### config.mk
export PLATFORM = sky130hd
export DESIGN_NAME = pipe_stage_reg
export DESIGN_NICKNAME = d
export VERILOG_FILES = /design/src/rtl/pipe_stage_reg.sv
export SDC_FILE = /design/constraint.sdc
export NUM_CORES = 1
export LEC_CHECK = 0
export BUFFER_PORTS_ARGS = -buffer_cell sky130_fd_sc_hd__buf_2
export CAP_MARGIN = 10
export CORE_ASPECT_RATIO = 0.6
export CORE_UTILIZATION = 30
export DETAILED_ROUTE_END_ITERATION = 10
export PLACE_DENSITY_LB_ADDON = 0.12
export SLEW_MARGIN = 10
export SYNTH_ARGS = -nofsm -noshare
export SYNTH_HDL_FRONTEND = slang
export SYNTH_SLANG_ARGS = --single-unit
### constraint.sdc
create_clock -name clk -period 1.49 [get_ports clk]
set_input_delay 0.149 -clock clk [delete_from_list [all_inputs] [get_ports clk]]
set_output_delay 0.149 -clock clk [all_outputs]
set_load 0.1 [all_outputs]
### src/rtl/pipe_stage_reg.sv
// pipe_stage_reg: generic pipeline stage register with a valid/ready handshake
// and a 2-entry skid buffer. Payload passes through with 1-cycle latency.
// Supports synchronous flush and presents NOP_VALUE whenever no entry is valid.
//
// Optional feature macro: PIPE_STAGE_PERF_CNT_EN (adds saturating bubble/stall counters).
//
// Ports:
//   clk           clock, all state updates on rising edge
//   rst           asynchronous active-low reset
//   flush_i       synchronous flush, discards all held entries
//   in_valid_i    upstream entry valid
//   in_ready_o    stage can accept an entry this cycle
//   in_data_i     upstream payload
//   out_valid_o   downstream entry valid
//   out_ready_i   downstream accepts entry this cycle
//   out_data_o    downstream payload (NOP_VALUE while out_valid_o=0)
//   occupancy_o   number of held entries (0..2)
//   bubble_cnt_o  [macro] cycles with out_valid_o=0 and out_ready_i=1
//   stall_cnt_o   [macro] cycles with in_valid_i=1 and in_ready_o=0

module pipe_stage_reg #(
    parameter int unsigned       DATA_W    = 32,
    parameter logic [DATA_W-1:0] NOP_VALUE = {DATA_W{1'b0}},
    parameter int unsigned       CNT_W     = 32
) (
    input  logic              clk,
    input  logic              rst,
    input  logic              flush_i,
    input  logic              in_valid_i,
    output logic              in_ready_o,
    input  logic [DATA_W-1:0] in_data_i,
    output logic              out_valid_o,
    input  logic              out_ready_i,
    output logic [DATA_W-1:0] out_data_o,
    output logic [1:0]        occupancy_o
`ifdef PIPE_STAGE_PERF_CNT_EN
    ,
    output logic [CNT_W-1:0]  bubble_cnt_o,
    output logic [CNT_W-1:0]  stall_cnt_o
`endif
);

    typedef enum logic [1:0] {StEmpty, StOne, StTwo} state_e;

    state_e            state_q;
    logic [DATA_W-1:0] main_q;
    logic [DATA_W-1:0] skid_q;
    logic              in_fire;
    logic              out_fire;

    // Handshake outputs depend only on registered state, so out_ready_i never
    // reaches in_ready_o combinationally.
    assign in_ready_o  = (state_q != StTwo);
    assign out_valid_o = (state_q != StEmpty);
    assign out_data_o  = main_q;

    assign in_fire  = in_valid_i & in_ready_o;
    assign out_fire = out_valid_o & out_ready_i;

    always_comb begin
        occupancy_o = 2'd0;
        case (state_q)
            StOne:   occupancy_o = 2'd1;
            StTwo:   occupancy_o = 2'd2;
            default: occupancy_o = 2'd0;
        endcase
    end

    always_ff @(posedge clk or negedge rst) begin
        if (!rst) begin
            state_q <= StEmpty;
            main_q  <= NOP_VALUE;
            skid_q  <= NOP_VALUE;
        end else if (flush_i) begin
            // A same-cycle in_fire is swallowed here; a same-cycle out_fire has
            // already been taken by downstream.
            state_q <= StEmpty;
            main_q  <= NOP_VALUE;
            skid_q  <= NOP_VALUE;
        end else begin
            case (state_q)
                StEmpty: begin
                    if (in_fire) begin
                        state_q <= StOne;
                        main_q  <= in_data_i;
                    end
                end
                StOne: begin
                    if (in_fire && out_fire) begin
                        main_q <= in_data_i;
                    end else if (in_fire) begin
                        state_q <= StTwo;
                        skid_q  <= in_data_i;
                    end else if (out_fire) begin
                        state_q <= StEmpty;
                        main_q  <= NOP_VALUE;
                    end
                end
                StTwo: begin
                    if (out_fire) begin
                        state_q <= StOne;
                        main_q  <= skid_q;
                        skid_q  <= NOP_VALUE;
                    end
                end
                default: begin
                    state_q <= StEmpty;
                    main_q  <= NOP_VALUE;
                    skid_q  <= NOP_VALUE;
                end
            endcase
        end
    end

`ifdef PIPE_STAGE_PERF_CNT_EN
    localparam logic [CNT_W-1:0] CntOne = CNT_W'(1);

    logic [CNT_W-1:0] bubble_cnt_q;
    logic [CNT_W-1:0] stall_cnt_q;

    // Counters saturate at all-ones; flush does not clear them.
    always_ff @(posedge clk or negedge rst) begin
        if (!rst) begin
            bubble_cnt_q <= '0;
            stall_cnt_q  <= '0;
        end else begin
            if (!out_valid_o && out_ready_i && (bubble_cnt_q != '1)) begin
                bubble_cnt_q <= bubble_cnt_q + CntOne;
            end
            if (in_valid_i && !in_ready_o && (stall_cnt_q != '1)) begin
                stall_cnt_q <= stall_cnt_q + CntOne;
            end
        end
    end

    assign bubble_cnt_o = bubble_cnt_q;
    assign stall_cnt_o  = stall_cnt_q;
`else
    logic unused_cnt_w;
    assign unused_cnt_w = ^CNT_W;
`endif

endmodule

==> results of run 1 <==
[worst max-delay path, delay by kind of cell, from the launching register on]
kind	cells	cell delay [ns]
buffers and inverters	4	0.52
flip-flops	1	0.42
AND/OR/NAND/NOR	1	0.16
[per-stage QoR]
step | TNS, ns | setup slack, ns | area [um^2]
2_1_floorplan | -15.24 | -0.2870 | 3262
3_3_place_gp | 0 | 0.02233 | 3984
3_5_place_dp | -0.0001390 | -0.0001390 | 3984
4_1_cts | -0.6633 | -0.07267 | 4425
5_1_grt | -5.397 | -0.1404 | 4831
6_report | -1.742 | -0.09347 | 4831
[cell usage after synthesis, drive strengths merged]
cell type and n:
dfrtp 66, inv 34, nand2 34, mux2i 33
a22oi 32, o2bb2ai 32, buf 18, nor2 5
nor2b 4, clkbuf 3, o21ai 3, a21oi 2
a21o 1, and2b 1, nor3 1, o21a 1
o22a 1, o31ai 1
[per-layer routing]
metal	global-route usage	share of wire
met1	0.2544	0.53
met2	0.2340	0.41
met3	0.04762	0.047
met4	0.04333	0.0075
met5	0	0
[power breakdown]
part / leakage [nW] / internal (W) / switching [W]
registers: 0.898 / 0.00190 / 0.0000918
clock network: 0.172 / 0.00165 / 0.000803
logic: 1.17 / 0.000475 / 0.00101
total: 2.24 / 0.00403 / 0.00190
[how the worst min path moves through the flow]
stage	startpoint	depth (start not counted)	to
floorplan	rst	0	out_data_o[0]
global placement	rst	1	skid_q[13]
detailed placement	rst	1	skid_q[13]
CTS	in_data_i[19]	3	skid_q[19]
global route	in_data_i[19]	3	skid_q[19]
finish	in_data_i[24]	3	skid_q[24]
[layout make-up]
cell class | instances | area (um^2) | area share
clock buffer | 13 | 280.3 | 0.05802
multi-input combinational | 151 | 1572 | 0.3253
sequential | 66 | 1652 | 0.3419
clock inverter | 3 | 68.82 | 0.01425
timing repair buffer | 105 | 958.4 | 0.1984
tap | 135 | 168.9 | 0.03497
inverter | 34 | 131.4 | 0.02720
[flip-flops by register name, summed over array words and instances, names as in the netlist]
register and flops:
out_data_o 32, skid_q 32, state_q 2
[kinds of logic (layout without fill, tap and decap cells)]
kind of cell | Yosys count | after routing | synth area share
compound gates | 73 | 73 | 0.2385
flops | 66 | 66 | 0.5087
buf+inv | 55 | 155 | 0.09094
simple gates | 45 | 45 | 0.06011
mux | 33 | 33 | 0.1017
[what timing repair did]
item / CTS / global route
buffers inserted: 4 / 1
pin swaps: 1 / 36
resized for setup: 5 / 35
hold buffers: 1 / 0
setup endpoints to repair: 2 / 68
endpoints found under the hold margin: 14 / 0
gates cloned: 1 / 5
==> reports/metrics.yaml, run 1 <==
status: "complete, but fails checks"
failed_checks: "negative setup slack"
final_cell_mix: "buf_2 (68), dfrtp_1 (66), nand2_1 (34)"
dp.cells: 479
p_leak_nw: 2.243
final_nets: 404
setup_viol_count_final: 40
antenna_found_initial: 0
ff2ff_path_depth: 7
grt_pass1_wl_um: 13960
cts_sinks: 66
hp-class: "input port to flop"
via_per_inst: 4.840
crit_path_max_incr_delay_ns: 0.42
reg2reg_to: "out_data_o[14]"
crit_type: "flop to output pin"
clkTransAtPathRegs_ns: 0.06
die-area_um2: 11260
syn_area_um2: 3247
stdcell_count: 507
root_buffer: "clkbuf_16"
detail_route.first_pass.iterations: 4
rsz0062_at_grt: "yes"
cts_tree: "built"
io_pins: 73
critPathSlowestCell: "dfrtp_1"
grt-ovfl-total: 0
finClkSkew_ns: 0.005255
relSlewSlack: 0.6720
drv_cap: 0
cp.required_ns: 1.34
globalplace.congestion: 0.7351
critPathCapture: "in_ready_o"
yosysTopAreaCellShare: 0.5087
ir_worst_vdd_v: 0.0006007
fp.dieH_um: 82.59
finalWirelength_um: 9528
detail-route-antenna-nets: 0
antenna_cells: 0
routedWlPerCell_um: 18.79
synth_area_leaders: "dfrtp_1 (51%), o2bb2ai_2 (14%), mux2i_1 (10%)"
synth_area_per_cell_um2: 11.94
grt_pass1_vias: 2449
period_share: 1.063
fp.dieW_um: 136.3
via_count: 2454
netlist_instances: 272
yosysTopAreaCell: "dfrtp_1"
initial_core_util: 0.3185
power.total_w: 0.005935
coreArea_um2: 10190
drc_errors: 0
fin_util: 0.4739
areaGrowthSynthToFinish_pct: 48.79
grt_usage: 0.1697
tightest_slew_ns: 0.4954
r2r_setup_slack_ns: -0.07
synth_nets: 309
grt_max_degree: 28
hpwl_um: 5686
htree_levels: 3
crit_path_start_kind: "flop"
yosysSeqAreaShare: 0.5087
nFillCells: 913
numCtsBuffers: 9
clock_latency_ns: 0.33
num_rows: 28
endpoint_kind: "output pin"
synth_warnings: 0
layout_setup_ws_ns: -0.09347
powerDensity_nw_per_um2: 1228
fmax_mhz: 631.5
clockBufferDepth: 2
yosys.cell_types.count: 25
path_max_fanout: 4
worstReg2RegStart: "state_q[0]"
synth-seq-cells: 66
finalHoldViolations: 0
crit_chain: "buf_6, nor2b_4, buf_12, clkinvlp_4, buf_12"
drive_above_1_share: 0.4409
portBuffers: 72
crit_path_frequent_cell: "buf_12"
fin_crit_ns: 1.583
startpoint: "state_q[0]"
crit_arrival_ns: 1.43
hold_ws_ns: 0.05940
first_iter_violations: 144
slew_viol_final: 0
layout_commonest_cell: "buf_2"
No activity file was read; power rests on OpenSTA's default activity.
==> inputs of run 2 (changes only) <==
- PLACE_DENSITY_LB_ADDON: 0.12 -> 0.2
==> reports/metrics.yaml, run 2 (same netlist as run 1, synthesis figures left out) <==
busiest_layer: "met2"
final_nets: 403
cp.required_ns: 1.71
antenna_cells: 0
use_met3: 0.05800
nFillCells: 940
slew_viol_final: 0
grt_max_degree: 67
final_cell_mix: "buf_2 (68), dfrtp_1 (65), nand2_1 (34)"
coreArea_um2: 10190
antenna_found_initial: 0
root_buffer: "clkbuf_16"
dp.cells: 476
setup_tns_ns: -0.3666
layout_setup_ws_ns: -0.03290
place_area_um2: 3931
detail_route.first_pass.iterations: 5
hold_depth: 3
multiInputGateArea_um2: 1449
ff2ff_path_depth: 6
grt_pass1_wl_um: 12880
fin_crit_ns: 1.523
failed_checks: "negative setup slack"
areaGrowthSynthToFinish_pct: 43.43
grt_usage: 0.1582
numCtsBuffers: 9
portBuffers: 72
relSlewSlack: 0.6558
routedWlPerCell_um: 17.78
detail-route-antenna-nets: 0
fp.dieH_um: 82.59
p_int_w: 0.003840
grt_util_met1: 0.2206
htree_levels: 3
pre_cts_ws_ns: 0.001258
fp.dieW_um: 136.3
hpwl_um: 5100
drv_cap: 0
fmax_mhz: 656.6
p_sw_frac: 0.3218
setup_viol_count_final: 32
num_rows: 28
path_max_fanout: 7
drc_errors: 0
stdcell_count: 506
hp-class: "input port to flop"
tightest_slew_ns: 0.5198
finClkSkew_ns: 0.006342
period_share: 1.022
via_count: 2413
cts_sinks: 66
globalRouteMet2Util: 0.2279
layout_commonest_cell: "buf_2"
powerDensity_nw_per_um2: 1216
io_pins: 73
switchingPower_w: 0.001822
globalplace.congestion: 0.7816
endpoint_kind: "flop"
crit_arrival_ns: 1.74
p_comb_frac: 0.253
via_per_inst: 4.769
clock_latency_ns: 0.33
die-area_um2: 11260
seq_area_um2: 1653
grt-ovfl-total: 0
finalHoldViolations: 0
ir_worst_vdd_v: 0.0005827
seqPwrFrac: 0.352
rsz0062_at_grt: "yes"
grt_pass1_vias: 2365
fin_area_um2: 4657
drive_above_1_share: 0.4340
finalWirelength_um: 8997
p_leak_nw: 2.194
clockBufferDepth: 2
first_iter_violations: 138
pwr-share-clk: 0.395
clkTransAtPathRegs_ns: 0.05
cts_tree: "built"
crit_path_start_kind: "flop"
initial_core_util: 0.3185
status: "complete, but fails checks"
crit_type: "flop to flop"
==> run 2: cell types whose count changed in the layout (fill, tap and decap cells not counted), moves of 2 or more <==
cell | previous run | this run
clkbuf_1 | 0 | 2
o2bb2ai_4 | 16 | 7
clkbuf_16 | 13 | 16
buf_12 | 17 | 14
o2bb2ai_2 | 16 | 25
==> run 2: metal layers <==
layer  routed length (um)  vias up
met5                    0        -
li1                     -     1141
met2                 3790       62
met4                   55        0
met3                  455        7
met1                 4697     1203
==> run 2: repair_timing <==
item,CTS,global route
setup buffers,3,3
resized for setup,5,21
hold buffers,1,0
hold endpoints to repair,66,0
pin swaps,0,12
setup endpoints to repair,6,55
gates cloned,0,7
==> run 2: worst paths after layout <==
| check | start | endpoint | slack, ns |
|---|---|---|---|
| worst max-delay path | state_q[0] | out_data_o[26] | -0.03 |
| worst min-delay path | in_data_i[23] | skid_q[23] | 0.07 |
| worst max register to register | state_q[0] | out_data_o[26] | -0.03 |
| worst min register to register | out_data_o[27] | out_data_o[27] | 0.50 |
| max in group asynchronous | rst | skid_q[17] | 0.82 |
| min in group asynchronous | rst | skid_q[11] | 0.36 |
==> run 2: final cells by class <==
cell class	instances	share of cell area
repair buffers	104	0.2012
clock inverters	1	0.006448
multi-input cells	151	0.3111
inverters	34	0.02821
clock buffers	15	0.06179
well taps	135	0.03627
flip-flops and latches	66	0.3549
==> run 2: power by group through the flow <==
stage	combinational [W]	sequential, W	clock (W)
2_1_floorplan	0.000450	0.00246	0
3_3_place_gp	0.00126	0.00201	0
3_5_place_dp	0.00127	0.00201	0
4_1_cts	0.00128	0.00199	0.00230
5_1_grt	0.00150	0.00201	0.00239
6_report	0.00143	0.00199	0.00224
==> run 2: stage by stage <==
stage          power (W)    util  hold WS, ns
2_1_floorplan   0.002915       -      -0.1466
3_3_place_gp    0.003274  0.3856       0.2051
3_5_place_dp    0.003281  0.3856       0.2028
4_1_cts         0.005567  0.4217      0.05170
5_1_grt         0.005896  0.4568      0.06891
6_report        0.005662  0.4568      0.06573
==> run 2: worst max-delay path, cell delays in order (launching register included) <==
cell and delay, ns:
dfrtp_2 0.44, and2b_2 0.25, o21ai_4 0.17, o31ai_4 0.10
buf_6 0.15, clkbuf_16 0.17, o2bb2ai_2 0.12
==> inputs of run 3 (changes only) <==
- CORE_MARGIN: default -> 5
- clock period: 1.49 -> 1.35 ns (I/O delays scaled with it)
==> reports/metrics.yaml, run 3 (same netlist as run 1, synthesis figures left out) <==
layout_setup_ws_ns: -0.2127
antenna_cells: 0
final_cell_mix: "buf_2 (66), dfrtp_1 (66), inv_1 (32), mux2i_1 (32), o2bb2ai_2 (32)"
numCtsBuffers: 9
slew_viol_final: 0
drive_above_1_share: 0.4960
drv_cap: 0
root_buffer: "clkbuf_16"
relSlewSlack: 0.6696
wl_met3_um: 567
via_per_inst: 4.734
wl_met1_um: 4539
setup_viol_count_final: 68
fp.dieW_um: 144.3
finalWirelength_um: 9029
r2r_setup_slack_ns: -0.20
globalplace.congestion: 0.7911
critPathSlowestCell: "dfrtp_1"
clock_latency_ns: 0.33
tightest_slew_ns: 0.4990
fp.dieH_um: 90.59
portBuffers: 72
initial_core_util: 0.3075
detail_route.first_pass.iterations: 4
nFillCells: 996
status: "complete, but fails checks"
endpoint_kind: "output pin"
io_pins: 73
hp-class: "input port to flop"
coreArea_um2: 10560
crit_chain: "buf_6, nor2b_4, buf_8, buf_12"
htree_levels: 3
die-area_um2: 13070
wl_met2_um: 3845
grt-ovfl-total: 0
num_rows: 29
pre_cts_ws_ns: -0.08522
path_max_fanout: 17
cp.required_ns: 1.22
place_area_um2: 4004
fin_area_um2: 4568
crit_type: "flop to output pin"
rsz0062_at_grt: "yes"
failed_checks: "negative setup slack"
antenna_found_initial: 0
stdcell_count: 516
powerDensity_nw_per_um2: 1304
grt_pass1_vias: 2644
period_share: 1.158
via_count: 2443
clockBufferDepth: 2
drc_errors: 0
finalHoldViolations: 0
fin_crit_ns: 1.563
grt_pass1_wl_um: 14860
dr.max_layer_used: "met4"
grt_max_degree: 67
crit_arrival_ns: 1.43
ir_worst_vdd_v: 0.0006853
clkTransAtPathRegs_ns: 0.05
hpwl_um: 5807
routedWlPerCell_um: 17.50
final_nets: 410
fmax_mhz: 639.9
crit_path_start_kind: "flop"
cts_sinks: 66
grt_usage: 0.1473
crit_path_max_incr_delay_ns: 0.42
p_leak_nw: 2.199
dp.cells: 488
first_iter_violations: 137
areaGrowthSynthToFinish_pct: 40.69
detail-route-antenna-nets: 0
cts_tree: "built"
finClkSkew_ns: 0.006133
[run 3: cell types whose count changed in the layout (fill, tap and decap cells not counted), moves of 6 or more]
cell,change
o2bb2ai_4,-7
nand2_2,+14
nand2_1,-17
o2bb2ai_2,+7
clkbuf_16,-6
buf_4,+11
[run 3: path summary, 6_finish.rpt]
kind,from,to,cells after the start
min in group asynchronous,rst,out_data_o[10],3
max,state_q[0],occupancy_o[1],4
min,in_data_i[2],skid_q[2],3
max in group asynchronous,rst,state_q[0],3
min reg2reg,out_data_o[24],out_data_o[24],1
max reg2reg,state_q[0],out_data_o[25],7
[run 3: layer usage]
layer / GRT usage / vias up
li1: - / 1165
met1: 0.2238 / 1206
met2: 0.1980 / 65
met3: 0.05079 / 7
met4: 0.03494 / 0
met5: 0 / -
[run 3: metrics by stage]
step / hold slack [ns] / setup TNS, ns / total power, W / utilization
floorplan: -0.1606 / -24.32 / 0.003217 / -
global placement: 0.1686 / -2.481 / 0.003646 / 0.3792
detailed placement: 0.1766 / -3.240 / 0.003655 / 0.3792
CTS: 0.04470 / -10.64 / 0.006048 / 0.4325
global route: 0.04892 / -15.00 / 0.006251 / 0.4326
finish: 0.05175 / -10.14 / 0.005957 / 0.4326
[run 3: power breakdown]
group | leakage, nW | switching (W) | internal, W
clock network | 0.147 | 0.000816 | 0.00143
logic | 1.15 | 0.00106 | 0.000464
registers | 0.898 | 0.0000859 | 0.00210
total | 2.20 | 0.00196 | 0.00399
[run 3: area by class of cell]
type	count	area [um^2]	share of cell area
inverters	34	131.4	0.02876
multi-input cells	151	1420	0.3109
clock buffers	13	280.3	0.06135
clock inverters	2	10.01	0.002191
repair buffers	111	900.9	0.1972
flip-flops and latches	66	1652	0.3615
well taps	139	173.9	0.03807
[run 3: critical path, delay by kind of cell (launching register included)]
family	cells	cell delay, ns
DFF	1	0.42
buffers and inverters	3	0.53
and+or+nand+nor	1	0.16
[run 3: what timing repair did]
item | in CTS | in global routing
setup endpoints to repair | 69 | 70
buffers inserted | 10 | 3
gates cloned | 3 | 1
pin swaps | 18 | 6
hold endpoints to repair | 66 | 0
resized for setup | 34 | 15
hold buffers | 1 | 0
